File: src/rtl/pbutton_gesture.sv
// Push-button gesture classifier: turns debounced press/release events into
// short-press, long-press, double-click and auto-repeat pulses.
module pbutton_gesture #(
  parameter int CNT_W = 32
) (
  input  logic             CLOCK_50,
  input  logic             RESET,
  input  logic             PB_state_active,
  input  logic             PB_state_pushed,
  input  logic             PB_state_released,
  input  logic [CNT_W-1:0] long_press_cycle,
  input  logic [CNT_W-1:0] double_click_cycle,
  input  logic [CNT_W-1:0] repeat_cycle,
  output logic             short_press,
  output logic             long_press,
  output logic             double_click,
  output logic             repeat_pulse,
  output logic             busy
);

  typedef enum logic [2:0] {
    IDLE   = 3'd0,
    PRESS1 = 3'd1,
    LONG   = 3'd2,
    WAIT2  = 3'd3,
    PRESS2 = 3'd4
  } state_t;

  state_t           r_state;
  state_t           w_next;
  logic [CNT_W-1:0] r_cnt;
  logic             r_short;
  logic             r_long;
  logic             r_double;
  logic             r_repeat;
  logic             r_busy;

  logic             w_clear;
  logic             w_short;
  logic             w_long;
  logic             w_double;
  logic             w_repeat;
  logic             w_release;
  logic [CNT_W-1:0] w_longLast;
  logic [CNT_W-1:0] w_doubleLast;
  logic [CNT_W-1:0] w_repeatLast;

  // A dropped level counts as a release even if the release pulse was missed.
  assign w_release    = PB_state_released | ~PB_state_active;
  assign w_longLast   = long_press_cycle - CNT_W'(1);
  assign w_doubleLast = double_click_cycle - CNT_W'(1);
  assign w_repeatLast = repeat_cycle - CNT_W'(1);

  always_ff @(posedge CLOCK_50 or posedge RESET) begin
    if (RESET) begin
      r_state <= IDLE;
    end else begin
      r_state <= w_next;
    end
  end

  // Branch order encodes priority: release beats long-press, push beats timeout.
  always_comb begin
    w_next   = r_state;
    w_clear  = 1'b0;
    w_short  = 1'b0;
    w_long   = 1'b0;
    w_double = 1'b0;
    w_repeat = 1'b0;
    case (r_state)
      IDLE: begin
        if (PB_state_pushed) begin
          w_next  = PRESS1;
          w_clear = 1'b1;
        end
      end
      PRESS1: begin
        if (w_release) begin
          w_clear = 1'b1;
          if (double_click_cycle == '0) begin
            w_short = 1'b1;
            w_next  = IDLE;
          end else begin
            w_next = WAIT2;
          end
        end else if (long_press_cycle != '0 && r_cnt == w_longLast) begin
          w_long  = 1'b1;
          w_next  = LONG;
          w_clear = 1'b1;
        end
      end
      LONG: begin
        if (w_release) begin
          w_next  = IDLE;
          w_clear = 1'b1;
        end else if (repeat_cycle != '0 && r_cnt == w_repeatLast) begin
          w_repeat = 1'b1;
          w_clear  = 1'b1;
        end
      end
      WAIT2: begin
        if (PB_state_pushed) begin
          w_next  = PRESS2;
          w_clear = 1'b1;
        end else if (r_cnt == w_doubleLast) begin
          w_short = 1'b1;
          w_next  = IDLE;
          w_clear = 1'b1;
        end
      end
      PRESS2: begin
        if (w_release) begin
          w_double = 1'b1;
          w_next   = IDLE;
          w_clear  = 1'b1;
        end
      end
      default: begin
        w_next  = IDLE;
        w_clear = 1'b1;
      end
    endcase
  end

  always_ff @(posedge CLOCK_50 or posedge RESET) begin
    if (RESET) begin
      r_cnt <= '0;
    end else if (w_clear) begin
      r_cnt <= '0;
    end else if (r_state != IDLE && r_cnt != '1) begin
      r_cnt <= r_cnt + CNT_W'(1);
    end
  end

  always_ff @(posedge CLOCK_50 or posedge RESET) begin
    if (RESET) begin
      r_short  <= 1'b0;
      r_long   <= 1'b0;
      r_double <= 1'b0;
      r_repeat <= 1'b0;
      r_busy   <= 1'b0;
    end else begin
      r_short  <= w_short;
      r_long   <= w_long;
      r_double <= w_double;
      r_repeat <= w_repeat;
      r_busy   <= (w_next != IDLE);
    end
  end

  assign short_press  = r_short;
  assign long_press   = r_long;
  assign double_click = r_double;
  assign repeat_pulse = r_repeat;
  assign busy         = r_busy;

endmodule

File: config.mk
export PLATFORM = sky130hd
export DESIGN_NAME = pbutton_gesture
export DESIGN_NICKNAME = d
export VERILOG_FILES = /design/src/rtl/pbutton_gesture.sv
export SDC_FILE = /design/constraint.sdc
export NUM_CORES = 1
export LEC_CHECK = 0
export ABC_AREA = 0
export BUFFER_PORTS_ARGS = -buffer_cell sky130_fd_sc_hd__buf_4
export CORE_ASPECT_RATIO = 0.8
export CORE_UTILIZATION = 55
export CTS_CLUSTER_DIAMETER = 200
export DETAILED_ROUTE_END_ITERATION = 16
export HOLD_SLACK_MARGIN = 0.05
export PLACE_DENSITY = 0.79
export SLEW_MARGIN = 20
export SYNTH_ARGS = -nofsm -noshare
export SYNTH_HDL_FRONTEND = slang
export SYNTH_SLANG_ARGS = --single-unit
File: constraint.sdc
create_clock -name CLOCK_50 -period 3 [get_ports CLOCK_50]
set_input_delay 0.3 -clock CLOCK_50 [delete_from_list [all_inputs] [get_ports CLOCK_50]]
set_output_delay 0.3 -clock CLOCK_50 [all_outputs]
set_load 0.02 [all_outputs]
; ---- Word-level counts from Yosys, hierarchy flattened
; Index checks and enable logic that the tools add are counted.
[op_classes]
addsub = 4
eq_ne = 8
n_mux = 28
bitwise_logic = 2
n_reduce_logical = 11
[op_table]
columns = cell, count
row1 = equality test 32 bit, 3
row2 = subtractor 32 x 1 -> 32 bit (second input constant), 3
row3 = two-way mux 32 bit, 2
row4 = nonzero test 32 bit, 2
row5 = adder 32 x 1 -> 32 bit (second input constant), 1
row6 = logical NOT 32 bit, 1
row7 = inequality test 32 bit (second input constant), 1
row8 = two-way mux 3 bit, 6
row9 = two-way mux 1 bit, 16
row10 = case mux 3 bit (4 select lines), 1
row11 = equality test 3 x 2 -> 1 bit (second input constant), 2
row12 = nonzero test 3 bit, 2
row13 = case mux 1 bit (5 select lines), 1
row14 = equality test 3 x 1 -> 1 bit (second input constant), 1
row15 = equality test 3 bit (second input constant), 1
row16 = logical AND 1 bit, 3
row17 = logical NOT 3 bit, 1
row18 = two-way mux 2 bit, 1
row19 = case mux 1 bit (2 select lines), 1
row20 = nonzero test 2 bit, 1
row21 = OR reduction 2 bit, 1
row22 = NOT 1 bit, 1
row23 = bitwise OR 1 bit, 1
[totals]
register_bits = 40
output_inout_bits = 5
word_cells = 60

; ---- Logic depth before layout (Yosys ltp)
; Gate-level depths: netlist (run 1).
[depth]
depth_word = 7
ltp_mapped = 13
depth_no_buf = 11

; ---- Worst setup path before layout (run 1)
; Ideal clock, no wire load.
[synth_timing]
kind = input to register
from = in long_press_cycle[0]
to = reg r_cnt[17]
setup_time_ns = 0.119
arrival_ns = 2.983
path_slack_ns = -0.102
cell_stages = 13
n_path_buf = 2
path_cell_list = inv_1 ha_1 clkbuf_1 nor4b_1 nand3_1 or4_1 a22oi_1 nand4_1 nor4bb_1 nand4_1 o2111ai_2 buf_6 nor2_1
[synth_between]
elab_chain_len = 7
word_cells_on_any_way = 9
classes_between = add/sub (1) / eq/ne (1) / mux (4) / reduce/logical (3)
[synth_lines]
columns = element, line_no
row1 = start: declaration, 11  ; input logic [CNT_W-1:0] long_press_cycle,
row2 = subtractor 32 x 1 -> 32 bit, 50  ; assign w_longLast = long_press_cycle - CNT_W'(1);
row3 = equality test 32 bit, 86  ; end else if (long_press_cycle != '0 && r_cnt == w_longLast) begin
row4 = logical AND 1 bit *, 86
row5 = two-way mux 1 bit *, 86
row6 = two-way mux 1 bit *, 78  ; if (w_release) begin
row7 = case mux 1 bit (5 select lines) *, 70  ; case (r_state)
row8 = two-way mux 32 bit or nonzero test 2 bit (tied branches), n/a
row9 = end signal: assignment, 131  ; r_cnt <= r_cnt + CNT_W'(1);
row10 = end: declaration, 31  ; logic [CNT_W-1:0] r_cnt;
; Mark *: on every way between the ends. The rest lies on a longest branch, timed or not.
; A chain may end at the register's enable or synchronous reset.

; ---- Final worst setup path (run 1)
[layout_timing]
from = in long_press_cycle[9]
to = reg r_cnt[11]
; Same word-level chain as after synthesis.

==> impl_metrics.yaml, run 1 <==
grt:
  grtUsageMet1_pct: 53.5
  met3_global_route_usage_pct: 7.52
  use_met2_pct: 69.2
  antenna_found_initial: 0
  grtUsageTotal_pct: 41.9
  via_count_of_the_first_global_routing_pass: 7493
  grt_start_max_net_pins: 41
  grt_pass1_wl_um: 37600
  grt_most_used_layer: "met2"
  grt_remaining_overflow: 0
timing:
  drv_slew: 0
  timing.final.hold_violations: 0
  final.min_clock_period_ns: 3.27
  max_clock_freq_mhz: 306
  rsz_0062_raised_after_global_routing: "yes"
  timing.setup.tns_ns: -6.10
  final.setup_skew_ns: 0.00937
  worst_slew_margin_rel_pct: 50.4
  worst_slack_ns: -0.271
  setup_violations: 33
  finalCritPeriodShare_pct: 109
  max_slew.worst_pin.slew_ns: 0.737
synth:
  post_synth_instance_area_um2: 6040
  seq_area_frac_synth_pct: 16.6
  synthesized_instance_count: 835
  synthDistinctLibCells: 69
  syn-num-nets: 941
  synth_top_flop_cell: "dfrtp_1"
  yosys.area.top_type_share_pct: 16.6
  seq_cells_post_synth: 40
  post-synth-top-area-cell: "dfrtp_1"
  most_frequently_used_cell_type_in_the_post_synthesis_netlist: "nor2_1"
  synthArstFlopShare_pct: 100
  yosys_warnings: 0
  post_synth_most_frequent_cells: "85 x nor2_1, 81 x xnor2_1, 57 x xor2_1"
  postSynthAreaPerCell_um2: 7.23
  synth_edf_count: 0
  post_synth_main_area_contributors: "dfrtp_1 17%, xnor2_1 12%, xor2_1 8.3%"
cts:
  cts_max_path_buffers: 2
  clk_root_buffer_cell: "clkbuf_16"
  clkSlewWorstSetupHoldPaths_ns: 0.06
  h_tree_level_count: 2
  tritoncts.num_buffers: 5
  cts.sink_count: 40
  clock_insertion_delay_worst_skew_ns: 0.28
  clock_tree_from_tritoncts: "yes"
power:
  max-vdd-ir-drop_v: 0.000462
  cellLeakagePower_uw: 0.00358
  power_density_nw_per_um2: 318
critical_path:
  reg_to_reg_setup_timing_slack_ns: -0.21
  worstSetupEndpointType: "register"
  slowest_stage: "nor4_1"
  critical_path.max_fanout: 8
  critical-path-max-stage-delay_ns: 0.67
  path_depth_of_the_worst_reg2reg_path: 10
  critical_path_data_arrival_time_ns: 3.45
  crit_chain: "buf_4 -> nor4_2 -> buf_4 -> nand4_1 -> buf_4 -> o21ai_0 -> a21oi_1 -> nor4_1 -> nor4bb_4 -> buf_4 -> nand4_1 -> o2111ai_4 -> buf_12 -> clkbuf_16 -> nor2b_1"
  setup.worst_path.start_class: "input pin"
  critical-path-top-cell-by-count: "buf_4"
  required_ns: 3.18
  path_class: "input pin to register"
place:
  finalWeightedCongestion: 1.01
  dp_hpwl_um: 19000
  numPortBuffers: 105
  dp_cells: 1207
detailed_routing:
  drc: 0
  finalWirelength_um: 26400
  avgRoutedWirePerCell_um: 21.6
  vias_per_cell: 6.78
  route.antenna.remaining_nets: 0
  first_pass_iters: 5
  dr_total_vias: 8291
  detail_route.iter0.violations: 1177
hold_path:
  hold_path.class: "input pin to asynchronous set/reset pin"
run_status:
  violations: "setup timing"
  run_status: "complete, but fails checks"
finish:
  insertedDiodeCount: 0
  area.growth.synth_to_final_pct: 47.6
  num-nets-final: 1188
  post_route_cells_drive_above_1_share_pct: 36.0
  non_filler_instance_count_after_layout: 1223
floorplan:
  ioPinCount: 106
  floorplan.core_area_um2: 10400
  initial_utilization_pct: 57.8
  core.rowCount: 33
  floorplan.die.height_um: 95.7
  die_area_um2: 11400
  die_width_um: 119
flow_run:
  maxCapViolCount: 0
## cell type report
cell class | instances | area (µm²)
Multi-Input combinational cell | 714 | 5120
Inverter | 25 | 93.8
Clock buffer | 7 | 153
Tap cell | 140 | 175
Fill cell | 610 | 1530
Sequential cell | 40 | 1000
Clock inverter | 1 | 30.0
Timing Repair Buffer | 296 | 2340
## metal layers
metal / vias up / part of all wire [%]
met2: 691 / 44
met5: - / 0
li1: 3593 / -
met3: 182 / 13
met4: 0 / 7.0
met1: 3825 / 37
## path summary, 6_finish.rpt
kind                                startpoint         end
min in group CLOCK_50          PB_state_pushed  r_state[2]
min reg2reg                         r_state[2]  r_state[0]
min                                      RESET   r_cnt[29]
max in group asynchronous                RESET   r_cnt[17]
max reg2reg                           r_cnt[6]   r_cnt[29]
max                        long_press_cycle[9]   r_cnt[11]
## critical path: cells and delay by family
kind / cells / cell delay (ns)
buf+inv: 6 / 1.03
compound gates: 3 / 0.45
simple gates: 6 / 1.67
## cells by family after synthesis
family                     Yosys count  share of synthesized area (%)
and+or+nand+nor                    418                           38.3
AOI/OAI and AO/OA                  141                           16.3
xor gates and xnor gates           139                           20.4
buffers and inverters               81                           5.49
DFF                                 40                           16.6
muxes                               11                           1.91
adders and majority gates            5                           1.04
## what timing repair did
action / in CTS / in global routing
pin swaps: 4 / 22
setup endpoints to repair: 34 / 38
gates cloned: 1 / 2
hold buffers: 0 / 0
resized for setup: 11 / 69
buffers inserted: 0 / 5
## state kept, by name (all words and copies together), names as in the netlist
signal / count
r_cnt: 32
repeat_pulse: 1
short_press: 1
r_state: 3
long_press: 1
double_click: 1
busy: 1
## stage by stage
step	util [%]	cell area (µm²)	total power (µW)	hold slack (ns)	setup slack (ns)
2_1_floorplan	-	6080	1270	0.474	0.00238
3_3_place_gp	78.6	8210	1690	0.440	-0.383
3_5_place_dp	78.6	8210	1740	0.461	-0.459
4_1_cts	81.1	8470	2470	0.161	-0.0856
5_1_grt	85.3	8910	2920	0.199	-0.344
6_report	85.3	8910	2830	0.144	-0.271
## where the power goes
group / internal [µW] / switching (µW)
registers: 578 / 29.1
logic: 724 / 852
clock network: 438 / 213
total: 1740 / 1090
## cell usage in the layout (no fill, tap or decap), drive strengths merged, types with 19 or more instances in the layout
| master | Yosys | layout |
|---|---|---|
| nand4 | 30 | 30 |
| o21ai | 27 | 27 |
| or4 | 21 | 21 |
| or3 | 19 | 19 |
| nand3 | 41 | 41 |
| nor4 | 39 | 39 |
| nand2 | 51 | 51 |
| xnor2 | 81 | 81 |
| nor3 | 48 | 48 |
| nor2 | 85 | 85 |
| xor2 | 57 | 57 |
| buf | 9 | 294 |
| a21oi | 24 | 24 |
| inv | 24 | 24 |
| dfrtp | 40 | 40 |
Note: power is estimated with default switching activity, not from simulation.
==> run 2: changes to the inputs <==
CTS_BUF_LIST = sky130_fd_sc_hd__clkbuf_4   (was default)
==> run 2 against run 1 <==
  * The run still ends with setup timing left
  * Core utilization is 2.9 points lower
  * Via count is 3.1% lower
  * Sequential power hardly changed
  * Wire length is 6.4% lower
  * Die area stayed put
  * Largest power group unchanged
==> impl_metrics.yaml, run 2 (same netlist as run 1, synthesis figures left out) <==
power:
  cellLeakagePower_uw: 0.00347
  max-vdd-ir-drop_v: 0.000369
  power_density_nw_per_um2: 276
  total_power_uw: 2380
critical_path:
  worst_r2r_end: "r_cnt[27]"
  reg_to_reg_setup_timing_slack_ns: -0.02
  critical_path_data_arrival_time_ns: 3.33
  worst_setup_path_startpoint: "long_press_cycle[9]"
  crit_chain: "buf_4 -> nor4_1 -> buf_4 -> nand4_1 -> or3_1 -> a2111oi_1 -> nand4_1 -> nor4bb_4 -> buf_4 -> nand4_1 -> o2111ai_4 -> buf_6 -> buf_16 -> nor2_1"
  path_class: "input pin to register"
  setup.worst_path.start_class: "input pin"
  critical-path-max-stage-delay_ns: 0.42
  worstSetupEndpointType: "register"
  critical_path.max_fanout: 8
  setup.worst_path.end: "r_cnt[27]"
  required_ns: 3.26
  path_depth_of_the_worst_reg2reg_path: 12
  slowest_stage: "or3_1"
  source_of_the_worst_register_to_register_timing_path: "r_cnt[9]"
cts:
  clkSlewWorstSetupHoldPaths_ns: 0.12
  cts_max_path_buffers: 2
  cts_hold_buffers: 0
  clock_tree_from_tritoncts: "yes"
  h_tree_level_count: 2
  clk_root_buffer_cell: "clkbuf_4"
  tritoncts.num_buffers: 5
  clock_insertion_delay_worst_skew_ns: 0.36
  cts.sink_count: 40
flow_run:
  maxCapViolCount: 0
detailed_routing:
  first_pass_iters: 7
  dr_total_vias: 8037
  drc: 0
  detail_route.iter0.violations: 906
  vias_per_cell: 6.57
  route.antenna.remaining_nets: 0
  avgRoutedWirePerCell_um: 20.2
  finalWirelength_um: 24700
floorplan:
  die_area_um2: 11400
  floorplan.die.height_um: 95.7
  ioPinCount: 106
  floorplan.core_area_um2: 10400
  initial_utilization_pct: 57.8
  die_width_um: 119
  core.rowCount: 33
timing:
  max_slew.worst_pin.slew_ns: 1.08
  final.min_clock_period_ns: 3.07
  worst_slack_ns: -0.0723
  timing.setup.tns_ns: -1.03
  max_clock_freq_mhz: 325
  holdWs_ns: 0.0532
  rsz_0062_raised_after_global_routing: "yes"
  timing.final.hold_violations: 0
  final.setup_skew_ns: 0.0166
  finalCritPeriodShare_pct: 102
  worst_slew_margin_rel_pct: 27.7
  setup_violations: 25
  drv_slew: 0
place:
  dp_cells: 1207
  dp_hpwl_um: 19000
  finalWeightedCongestion: 1.01
  pre_cts_slack_ns: -0.459
  numPortBuffers: 105
grt:
  grt_pass1_wl_um: 38200
  antenna_found_initial: 0
  via_count_of_the_first_global_routing_pass: 7568
  grt_start_max_net_pins: 41
  grt_remaining_overflow: 0
  grtUsageTotal_pct: 42.8
finish:
  non_filler_instance_count_after_layout: 1223
  post_route_cells_drive_above_1_share_pct: 33.8
  insertedDiodeCount: 0
  registers.top_by_ff_count: "r_cnt"
  final_cell_mix: "289 x buf_4, 80 x nor2_1, 79 x xnor2_1"
  num-nets-final: 1188
  area.growth.synth_to_final_pct: 42.7
  top_regs: "r_cnt: 32 flops, r_state: 3 flops"
  mostFrequentLayoutCell: "buf_4"
  largest_reg_flops: 32
run_status:
  run_status: "complete, but fails checks"
  violations: "setup timing"
hold_path:
  hold_path.class: "input pin to asynchronous set/reset pin"
[run 2: cell types whose count changed in the layout (fill, tap and decap cells not counted), sizes merged]
cell / delta
clkbuf: -4
buf: +2
clkinv: +2
[run 2: layout make-up]
type | instances | area [µm²]
flip-flops and latches | 40 | 1000
multi-input cells | 714 | 4970
repair buffers | 296 | 2300
fillers | 699 | 1830
well taps | 140 | 175
inverters | 25 | 93.8
clock buffers | 5 | 37.5
clock inverters | 3 | 37.5
[run 2: power breakdown]
group	leakage [µW]	internal [µW]	switching [µW]
Combinational	0.00289	652	768
Clock	0.0000403	170	183
Sequential	0.000549	577	30.1
Total	0.00347	1400	980
[run 2: timing repair]
item                                    4_1_cts  5_1_grt
buffers inserted                              4        4
gates resized for setup                      17       35
cloned                                        2        0
endpoints found under the setup margin       32       38
pin swaps                                     3       15
[run 2: critical path, delay by kind of cell]
kind | cells | cell delay [ns]
simple gates | 7 | 1.70
buf+inv | 5 | 0.76
compound gates | 2 | 0.57
[run 2: worst min-delay path by stage]
| stage | to | startpoint |
|---|---|---|
| floorplan | r_state[2] | PB_state_pushed |
| global placement | short_press | RESET |
| detailed placement | short_press | RESET |
| CTS | r_cnt[24] | RESET |
| global route | short_press | RESET |
| finish | short_press | RESET |
[run 2: stage by stage]
stage,cell area [µm²],utilization (%)
after floorplan,6080,-
after global placement,8210,78.6
after detailed placement,8210,78.6
after CTS,8440,80.8
after global routing,8610,82.5
final,8610,82.5
[run 2: metal layers]
metal | wire, µm | track usage [%] | vias to the layer above
li1 | - | - | 3597
met1 | 9560 | 53.9 | 3748
met2 | 10900 | 69.8 | 578
met3 | 3020 | 8.83 | 114
met4 | 1160 | 22.3 | 0
met5 | 0 | 0 | -
==> run 3: changes to the inputs <==
PLACE_DENSITY = 0.77   (was 0.79)
==> run 3 against run 2 <==
  * The run still ends with setup timing left
  * Global-route usage up 2.1 points
  * Die area unchanged
  * Flip-flop and latch count unchanged
  * Setup slack worse by 0.040 ns
  * Final cell count up 0.33%
  * Critical endpoint is now r_cnt[10]
  * First-iteration DRC count up 28%
  * Clock skew up 0.021 ns
==> impl_metrics.yaml, run 3 (same netlist as run 1, synthesis figures left out) <==
critical_path:
  path_class: "input pin to register"
  source_of_the_worst_register_to_register_timing_path: "r_state[2]"
  setup.worst_path.start_class: "input pin"
  critical_path_data_arrival_time_ns: 3.40
  worst_setup_path_startpoint: "double_click_cycle[0]"
  worstSetupEndpointType: "register"
  required_ns: 3.29
  critical_path.max_fanout: 11
  reg_to_reg_setup_timing_slack_ns: -0.10
timing:
  worst_slew_margin_rel_pct: 28.3
  final.min_clock_period_ns: 3.11
  rsz_0062_raised_after_global_routing: "yes"
  drv_slew: 0
  setup_violations: 33
  max_slew.worst_pin.slew_ns: 1.07
  timing.final.hold_violations: 0
  final.setup_skew_ns: 0.0380
  max_clock_freq_mhz: 321
  finalCritPeriodShare_pct: 104
  worst_slack_ns: -0.112
  holdWs_ns: 0.0246
place:
  dp_hpwl_um: 19800
  finalWeightedCongestion: 1.02
  numPortBuffers: 105
cts:
  cts_max_path_buffers: 2
  clk_root_buffer_cell: "clkbuf_4"
  cts.sink_count: 40
  cts_hold_buffers: 0
  clkSlewWorstSetupHoldPaths_ns: 0.15
  tritoncts.num_buffers: 5
  clock_tree_from_tritoncts: "yes"
  h_tree_level_count: 2
  clock_insertion_delay_worst_skew_ns: 0.39
floorplan:
  core.rowCount: 33
  die_width_um: 119
  initial_utilization_pct: 57.8
  floorplan.core_area_um2: 10400
  ioPinCount: 106
  die_area_um2: 11400
  floorplan.die.height_um: 95.7
hold_path:
  hold_path.class: "input pin to asynchronous set/reset pin"
finish:
  num-nets-final: 1192
  largest_reg_flops: 32
  post_route_cells_drive_above_1_share_pct: 33.5
  mostFrequentLayoutCell: "buf_4"
  final_cell_mix: "293 x buf_4, 81 x xnor2_1, 72 x nor2_1"
  layout.filler_cells: 725
  registers.top_by_ff_count: "r_cnt"
  insertedDiodeCount: 0
  area.growth.synth_to_final_pct: 41.8
  top_regs: "r_cnt: 32 flops, r_state: 3 flops"
  utilization_pct: 81.9
grt:
  via_count_of_the_first_global_routing_pass: 7813
  antenna_found_initial: 0
  grt_remaining_overflow: 0
  grt_pass1_wl_um: 39900
  grtUsageTotal_pct: 44.9
  grt_start_max_net_pins: 41
detailed_routing:
  detail_route.iter0.violations: 1162
  drc: 0
  finalWirelength_um: 26200
  route.antenna.remaining_nets: 0
  first_pass_iters: 6
  vias_per_cell: 6.85
  avgRoutedWirePerCell_um: 21.3
  dr_total_vias: 8403
power:
  combinationalPowerShare_pct: 61.0
  switching_share_pct: 42.1
  power_density_nw_per_um2: 295
  power.share.clock_pct: 14.8
  intPower_uw: 1460
  max-vdd-ir-drop_v: 0.000452
  net-switching-power_uw: 1060
  power_frac_seq_pct: 24.2
  cellLeakagePower_uw: 0.00344
run_status:
  violations: "setup timing"
  run_status: "complete, but fails checks"
flow_run:
  maxCapViolCount: 0
## run 3: cell count changes in the layout (fill, tap and decap cells not counted), sizes merged
cell and delta:
buf +3, clkbuf +1
## run 3: critical path, stage by stage
cell and delay [ns]:
buf_4 0.13, inv_1 0.05, ha_1 0.17, or3b_2 0.49, or2_2 0.35, nor4_1 0.30, buf_4 0.20, mux2_2 0.32
o21ai_0 0.19, a21oi_1 0.12, nand4_1 0.19, o2111ai_4 0.18, buf_6 0.16, buf_12 0.13, nor2_1 0.11
## run 3: layout make-up
cell class                 instances  area [µm²]  share of cell area [%]
multi-input combinational        714        4890                    57.2
timing repair buffer             300        2320                    27.1
sequential                        40        1000                    11.7
tap                              140         175                    2.05
inverter                          25        93.8                    1.10
clock buffer                       5        37.5                   0.439
clock inverter                     3        37.5                   0.439
## run 3: metal layers
layer | up-vias | GRT usage [%] | wire [µm]
met2 | 720 | 73.0 | 11200
met1 | 3884 | 56.4 | 9760
met3 | 203 | 9.18 | 3520
met4 | 0 | 24.6 | 1710
met5 | - | 0 | 0
li1 | 3596 | - | -
## run 3: power groups by stage
| stage | sequential [µW] | clock (µW) | combinational (µW) |
|---|---|---|---|
| after floorplan | 608 | 0 | 665 |
| after global placement | 609 | 0 | 1100 |
| after detailed placement | 611 | 0 | 1150 |
| after CTS | 604 | 359 | 1350 |
| after global routing | 610 | 387 | 1600 |
| final | 611 | 373 | 1540 |
## run 3: worst paths after layout
path | end | cells after the start
max reg2reg | r_cnt[4] | 13
max in group asynchronous | r_cnt[8] | 3
min in group CLOCK_50 | r_state[2] | 3
max | r_cnt[10] | 15
min reg2reg | r_cnt[25] | 2
min | r_cnt[24] | 3
## run 3: through the flow
stage          instances  setup TNS [ns]  total power [µW]  setup slack (ns)  area, µm²
3_3_place_gp        1211          -12.56              1710            -0.383       8220
4_1_cts             1224         -0.0524              2310          -0.00823       8420
2_1_floorplan        835               0              1270           0.00238       6080
3_5_place_dp        1211          -15.66              1760            -0.467       8220
6_report            1227           -2.98              2520            -0.112       8560
5_1_grt             1227           -7.09              2600            -0.232       8560
## run 3: timing repair
item / in CTS / in global routing
gates cloned: 1 / 1
buffers inserted: 4 / 2
pin swaps: 10 / 8
setup endpoints to repair: 33 / 37
gates resized for setup: 16 / 26
